File: config.mk
export PLATFORM = sky130hd
export DESIGN_NAME = sprite_load_scheduler
export DESIGN_NICKNAME = d
export VERILOG_FILES = /design/src/rtl/sprite_load_scheduler.sv
export SDC_FILE = /design/constraint.sdc
export NUM_CORES = 1
export LEC_CHECK = 0
export ABC_AREA = 1
export CAP_MARGIN = 10
export CORE_MARGIN = 5
export CORE_UTILIZATION = 35
export DETAILED_ROUTE_END_ITERATION = 7
export HOLD_SLACK_MARGIN = 0.02
export PLACE_DENSITY = 0.6
export REMOVE_ABC_BUFFERS = 1
export SYNTH_ARGS = -nofsm -noshare
export SYNTH_HDL_FRONTEND = slang
export SYNTH_SLANG_ARGS = --single-unit
File: constraint.sdc
create_clock -name clk -period 5.65 [get_ports clk]
set_input_delay 0.565 -clock clk [delete_from_list [all_inputs] [get_ports clk]]
set_output_delay 0.565 -clock clk [all_outputs]
set_load 0.005 [all_outputs]
File: src/rtl/sprite_load_scheduler.sv
// sprite_load_scheduler
//   Shares one sprite bitmap ROM among NSPRITES renderers. Requests are
//   granted round-robin while hsync is high. Each grant takes two cycles:
//   IDLE registers the ROM address and FETCH latches the ROM data. A
//   one-cycle one-hot strobe then tells the owning renderer to capture
//   data_out.
//
// Ports
//   clk, reset  : clock, asynchronous active-high reset
//   hsync       : load window; new grants start only while high
//   vstart      : frame start; resets the priority pointer, clears missed
//   req         : per-renderer level request, held until its data_valid bit
//   req_addr    : packed row addresses, slot i at [i*ADDR_W +: ADDR_W]
//   rom_addr    : registered address to the shared ROM
//   rom_bits    : ROM data, combinational from rom_addr
//   data_out    : latched ROM data, common to all renderers
//   data_valid  : one-hot, one-cycle strobe naming the owner of data_out
//   busy        : high while in FETCH
//   missed      : sticky, request still pending when hsync fell
module sprite_load_scheduler #(
    parameter int NSPRITES = 4,
    parameter int ADDR_W   = 4,
    parameter int DATA_W   = 8
) (
    input  logic                         clk,
    input  logic                         reset,
    input  logic                         hsync,
    input  logic                         vstart,
    input  logic [NSPRITES-1:0]          req,
    input  logic [NSPRITES*ADDR_W-1:0]   req_addr,
    output logic [ADDR_W-1:0]            rom_addr,
    input  logic [DATA_W-1:0]            rom_bits,
    output logic [DATA_W-1:0]            data_out,
    output logic [NSPRITES-1:0]          data_valid,
    output logic                         busy,
    output logic [NSPRITES-1:0]          missed
);

    localparam int PTR_W = $clog2(NSPRITES);

    typedef enum logic {IDLE, FETCH} state_t;

    state_t              state_q, state_d;
    logic [PTR_W-1:0]    ptr_q, ptr_d;
    logic [PTR_W-1:0]    cur_q, cur_d;
    logic [ADDR_W-1:0]   rom_addr_q, rom_addr_d;
    logic [DATA_W-1:0]   data_q, data_d;
    logic [NSPRITES-1:0] valid_q, valid_d;
    logic [NSPRITES-1:0] missed_q, missed_d;
    logic                hsync_q;

    logic [NSPRITES-1:0] eligible;
    logic                found;
    logic [PTR_W-1:0]    win;
    logic                hsync_fall;

    always_ff @(posedge clk or posedge reset) begin
        if (reset) begin
            state_q    <= IDLE;
            ptr_q      <= '0;
            cur_q      <= '0;
            rom_addr_q <= '0;
            data_q     <= '0;
            valid_q    <= '0;
            missed_q   <= '0;
            hsync_q    <= 1'b0;
        end else begin
            state_q    <= state_d;
            ptr_q      <= ptr_d;
            cur_q      <= cur_d;
            rom_addr_q <= rom_addr_d;
            data_q     <= data_d;
            valid_q    <= valid_d;
            missed_q   <= missed_d;
            hsync_q    <= hsync;
        end
    end

    always_comb begin
        state_d    = state_q;
        ptr_d      = ptr_q;
        cur_d      = cur_q;
        rom_addr_d = rom_addr_q;
        data_d     = data_q;
        valid_d    = '0;
        missed_d   = missed_q;
        found      = 1'b0;
        win        = '0;
        hsync_fall = hsync_q & ~hsync;

        // The requester whose strobe is showing this cycle has not yet had a
        // chance to drop req, so it must not be granted again right away.
        eligible = req;
        if (valid_q[cur_q]) begin
            eligible[cur_q] = 1'b0;
        end

        // Round-robin search starting at ptr; explicit modulo so that a
        // non-power-of-two NSPRITES wraps correctly.
        for (int k = 0; k < NSPRITES; k++) begin
            int idx;
            idx = int'(ptr_q) + k;
            if (idx >= NSPRITES) begin
                idx = idx - NSPRITES;
            end
            if (!found && eligible[idx]) begin
                found = 1'b1;
                win   = PTR_W'(idx);
            end
        end

        case (state_q)
            IDLE: begin
                if (hsync && found) begin
                    rom_addr_d = req_addr[int'(win)*ADDR_W +: ADDR_W];
                    cur_d      = win;
                    state_d    = FETCH;
                end
            end
            FETCH: begin
                // Completes regardless of hsync/req so a grant is never torn.
                data_d         = rom_bits;
                valid_d[cur_q] = 1'b1;
                ptr_d          = PTR_W'((int'(cur_q) + 1) % NSPRITES);
                state_d        = IDLE;
            end
            default: state_d = IDLE;
        endcase

        if (vstart) begin
            ptr_d    = '0;
            missed_d = '0;
        end

        // Applied after the vstart clear so a coincident miss still sticks.
        if (hsync_fall) begin
            for (int i = 0; i < NSPRITES; i++) begin
                if (req[i] && !(state_q == FETCH && int'(cur_q) == i)) begin
                    missed_d[i] = 1'b1;
                end
            end
        end
    end

    assign rom_addr   = rom_addr_q;
    assign data_out   = data_q;
    assign data_valid = valid_q;
    assign busy       = (state_q == FETCH);
    assign missed     = missed_q;

endmodule

# [After elaboration in Yosys (flattened, before gate mapping)]
# Index checks and enable logic that the tools add are counted.
# Widths: inputs -> output; s select.
[op_classes] shift=1 n_reduce_logical=23 magnitude_cmp=10 n_bitwise=5 add_sub_neg=8 eq_ne=3 mux=40
[op_table] op="$lt 32x4->1 const B" n=4
[op_table] op="$mux 32" n=4
[op_table] op="$mux 1" n=19
[op_table] op="$mux 4" n=4
[op_table] op="$shiftx 16x5->4" n=1
[op_table] op="$logic_and 1x1->1" n=13
[op_table] op="$mux 2" n=6
[op_table] op="$sub 3x3->4 const B" n=3
[op_table] op="$bmux 1 s2" n=5
[op_table] op="$ge 3x3->1 const B" n=3
[op_table] op="$logic_not 1->1" n=7
[op_table] op="$add 2x2->3 const B" n=2
[op_table] op="$and 4x4->4" n=1
[op_table] op="$eq 2x2->1 const B" n=2
[op_table] op="$not 4->4" n=1
[op_table] op="$sub 2x3->4 const B" n=1
[op_table] op="$add 2x1->3 const B" n=1
[op_table] op="$ge 2x3->1 const B" n=1
[op_table] op="$lt 2x3->1 const B" n=1
[op_table] op="$add 2x1->2 const B" n=1
[op_table] op="$demux 1 s2" n=1
[op_table] op="$eq 2x1->1 const B" n=1
[op_table] op="$ge 2x1->1 const B" n=1
[op_table] op="$logic_not 2->1" n=1
[op_table] op="other kinds (5)" n=6
[word_totals] out_inout_bits=21 word_cells=98 reg_bits=26

# [Logic depth before layout (Yosys ltp)]
[depth] word_depth=23 mapped_depth=16 depth_no_buf=16

# [Worst setup path before layout]
# No wires, ideal clock.
[synth_timing] path_type="reg-to-reg" start="register cur_q[0]" end="register rom_addr_q[0], in the netlist rom_addr[0]" stages_incl_launch_ff=13 path_slack_ns=3.876 setup_ns=0.065 arrival_ns=1.709 required_ns=5.585 path_buffers=0 cell_sequence="dfrtp_1 > inv_2 > ha_1 > nand3_2 > nand3_2 > nand2_4 > o21ai_4 > nand4_4 > nand3_4 > nand2_1 > nand3_1 > nand3_1 > nand2_1"
[synth_via] elab_chain_len=22 elab_cells_between_ends=39 classes_between="2 x order compare; 1 x shift; 25 x mux; 2 x bitwise; 9 x reduce/logical"
[synth_lines] item="from (decl)" line="45" text="logic [PTR_W-1:0] cur_q, cur_d;"
[synth_lines] item="from (signal assigned)" line="70" text="cur_q <= cur_d;"
[synth_lines] item="$lt 2x3->1 (implied by the code) / $ge 2x1->1 (equally long branches)" line="95" text="eligible[cur_q] = 1'b0;"
[synth_lines] item="$logic_and 1x1->1 (implied by the code)" line="95"
[synth_lines] item="$mux 1 (implied by the code)" line="95"
[synth_lines] item="$demux 1 s2" line="95"
[synth_lines] item="$not 4->4 (no line)"
[synth_lines] item="$and 4x4->4 (no line)"
[synth_lines] item="$mux 4 *" line="94" text="if (valid_q[cur_q]) begin"
[synth_lines] item="parallel branches: the longest is 15 deep, another holds $bmux 1 s2"
[synth_lines] item="to (signal assigned)" line="71" text="rom_addr_q <= rom_addr_d;"
[synth_lines] item="to (decl)" line="46" text="logic [ADDR_W-1:0] rom_addr_q, rom_addr_d;"
# Every way passes the cells marked *. The select of a mux whose other input is x is not followed.
# A chain may end at the register's enable or synchronous reset.

# [Worst setup path after layout]
[layout_timing] start="register state_q, in the netlist busy" end="output busy"
[layout_rtl] item="from (decl)" line="43" text="state_t state_q, state_d;"
[layout_rtl] item="from (signal assigned)" line="68" text="state_q <= state_d;"
[layout_rtl] item="to (decl)" line="35" text="output logic busy,"
# No word-level cell between the ends.

==> metrics <==
share of post-route cells with drive strength above 1=13.93%; post-synthesis sequential area ratio=41.80%; commonest non-fill, non-tap cell in the layout=nand2_1; first-pass GRT wire length=6.658 mm; Finished Core Util=50.93%; CP required=5090 ps; Hold Vio Cnt, Final=0; mapped cell area=1556 sq um; Internal=0.6005 mW; M1 GR Usage=18.02%; fillers=424; Clock Latency Late Sink=280 ps; Yosys cell types=20; Via Count=1437; die area=5881 sq um; Synth Warn #=0; critical path fanouts, max=16; Crit path max-delay family=flip-flops; Max Fclk=0.4685 GHz; met3 usage=2.927%; Routed Wire Length=3.878 mm; Net Switching=0.4451 mW; Max rail drop VDD=0.2299 mV; cts hold-fix bufs=0; Pins Over Slew Limit=0; final setup fails=0; Worst R2R Start=cur_q[0]$_DFFE_PP0P_; flop-to-flop setup slack=3590 ps; P&R area growth vs syn=41.48%; Final GP Congestion=0.8585; Layout Nets=281; GRT Resource Usage Total=13.54%; First-pass DRT Iterations=4; Worst-Margin Slew=1022 ps; WP buf/inv=1; unrepaired setup endpoints after global routing=false; status=finished, final reports clean; remaining global-route overflow=0; synthesized instance count=190; Worst Setup Start Kind=flop; Crit Path Class=reg2out; PortBufs=52; initial antenna violation count=0; CTS sink count=26; CP max stage delay=680 ps; DRT iter0 DRCs=60; Max transition margin=31.82%; Sequential Power Share=29.2%; GR Util met2=21.90%; Routed Antenna Nets=0; post-DR wirelength/cell=13.10 um; static leakage=1.053 nW; WP data arrival=1570 ps; core area=4324 sq um; CP endpoint kind=output pin; Seq cells post-synth=26; critical-path cell list=clkdlybuf4s50_1; CP Depth=1; H-tree depth=1; clock skew=5.048 ps; switch share=42.57%; Period minus WS final=2135 ps; CTS Buf Count=3; Diodes inserted=0; DR vias/cell=4.855; Max-Cap Viols=0; die boundary height=76.69 um; Combinational Power Share=55.8%; clock root buffer=clkbuf_8; CTS tree=built; final worst path period share=37.78%; width of the die=76.69 um; Setup TNS=0 ps; worst setup path startpoint=busy$_DFF_PP0_; cells on worst reg2reg path=14; power per cell area=474.8 nW/um^2; Hold Path Class=reg2reg; Max clock buf depth=2; CP Capture Point=busy; Clk network pwr share=15.0%; Detailed Place HPWL=3.006 mm; largest net degree at the start of global routing=27; commonest non-fill, non-tap cells in the layout=nand2_1 (68), clkdlybuf4s50_1 (52), nand3_1 (34); I/O pins=53; Starting Density=36.00%; vias in the first global route=1443; GRT busiest layer=met2; Syn Area/Cell=8.192 sq um; setup bufs post-CTS=0; R2R Path End=rom_addr[0]$_DFFE_PP0P_; Slowest-stage cell, CP=dfrtp_1; cts repair resizes=0; CTS clock-pin slew for the worst setup and hold paths=90 ps; Remaining DRCs=0; Core Rows=24
[synthesized netlist by cell type, drive strengths merged]
cell type | number | area [sq um]
nand2 | 80 | 355.3
o21ai | 9 | 56.30
clkinv | 1 | 3.750
a21oi | 1 | 5.000
inv | 15 | 56.31
nand4 | 3 | 33.78
dfrtp | 26 | 650.6
clkbuf | 1 | 3.750
buf | 1 | 7.510
nand3 | 48 | 325.3
xnor2 | 1 | 8.760
ha | 4 | 50.05
[how the worst min path moves through the flow]
stage	startpoint	endpoint	slack (ps)	cells past startpoint
after floorplan	data_out[0]$_DFFE_PP0P_	data_out[0]$_DFFE_PP0P_	470	2
after global placement	data_out[7]$_DFFE_PP0P_	data_out[7]$_DFFE_PP0P_	450	2
after detailed placement	data_out[7]$_DFFE_PP0P_	data_out[7]$_DFFE_PP0P_	460	2
after CTS	data_out[7]$_DFFE_PP0P_	data_out[7]$_DFFE_PP0P_	480	2
after global routing	data_out[1]$_DFFE_PP0P_	data_out[1]$_DFFE_PP0P_	500	2
final	data_out[0]$_DFFE_PP0P_	data_out[0]$_DFFE_PP0P_	480	2
[power groups by stage]
| stage | clock (mW) | combinational, mW | sequential, mW |
|---|---|---|---|
| finish | 0.156 | 0.584 | 0.305 |
| detailed placement | 0 | 0.588 | 0.308 |
| CTS | 0.160 | 0.592 | 0.306 |
| global placement | 0 | 0.586 | 0.313 |
| global route | 0.169 | 0.655 | 0.317 |
| floorplan | 0 | 0.378 | 0.304 |
[registers in the layout, summed over array words and instances (netlist names)]
name        count
busy            1
cur_q           2
data_out        8
data_valid      4
hsync_q         1
missed          4
ptr_q           2
rom_addr        4
[cell type report]
type | count | area [sq um] | share of cell area [%]
Clock inverter | 1 | 30.03 | 1.364
Inverter | 16 | 60.06 | 2.727
Multi-Input combinational cell | 146 | 834.6 | 37.90
Clock buffer | 3 | 41.29 | 1.875
Sequential cell | 26 | 650.6 | 29.55
Timing Repair Buffer | 52 | 520.5 | 23.64
Tap cell | 52 | 65.06 | 2.955
[cell families (layout without fill, tap and decap cells)]
| group | Yosys count | count (layout) | synth area share [%] |
|---|---|---|---|
| simple gates | 131 | 131 | 45.90 |
| fa+ha+maj | 4 | 4 | 3.216 |
| buf+inv | 18 | 72 | 4.582 |
| flops | 26 | 26 | 41.80 |
| xor+xnor | 1 | 1 | 0.5628 |
| compound gates | 10 | 10 | 3.938 |
[worst reg2reg max path, stage by stage, from the launching register on]
cell     delay [ps]
dfrtp_1         480
inv_2           110
ha_1            240
nand3_2         100
nand3_1         150
nand3_2         130
nand2_4          80
nand2_4         100
nand2_2          50
nand3_2          80
nand2_4          80
inv_1           130
nand3_1          90
nand3_1          80
nand2_1          60
[per-stage QoR]
step                      setup slack, ps  power [mW]  hold WS [ps]  std cells  area (sq um)
after floorplan                      3875      0.6819         465.4        188          1545
after global placement               3378      0.8990         454.3        292          2131
after detailed placement             3365      0.8959         457.1        292          2131
after CTS                            3476       1.059         481.7        296          2202
after global routing                 3349       1.140         499.6        296          2202
final                                3515       1.046         476.1        296          2202
[routing by layer]
| layer | vias up | part of all wire, % |
|---|---|---|
| li1 | 735 | - |
| met1 | 661 | 47 |
| met2 | 36 | 47 |
| met3 | 5 | 5.0 |
| met4 | 0 | 0.95 |
| met5 | - | 0 |
No activity file was read; power rests on OpenSTA's default activity.
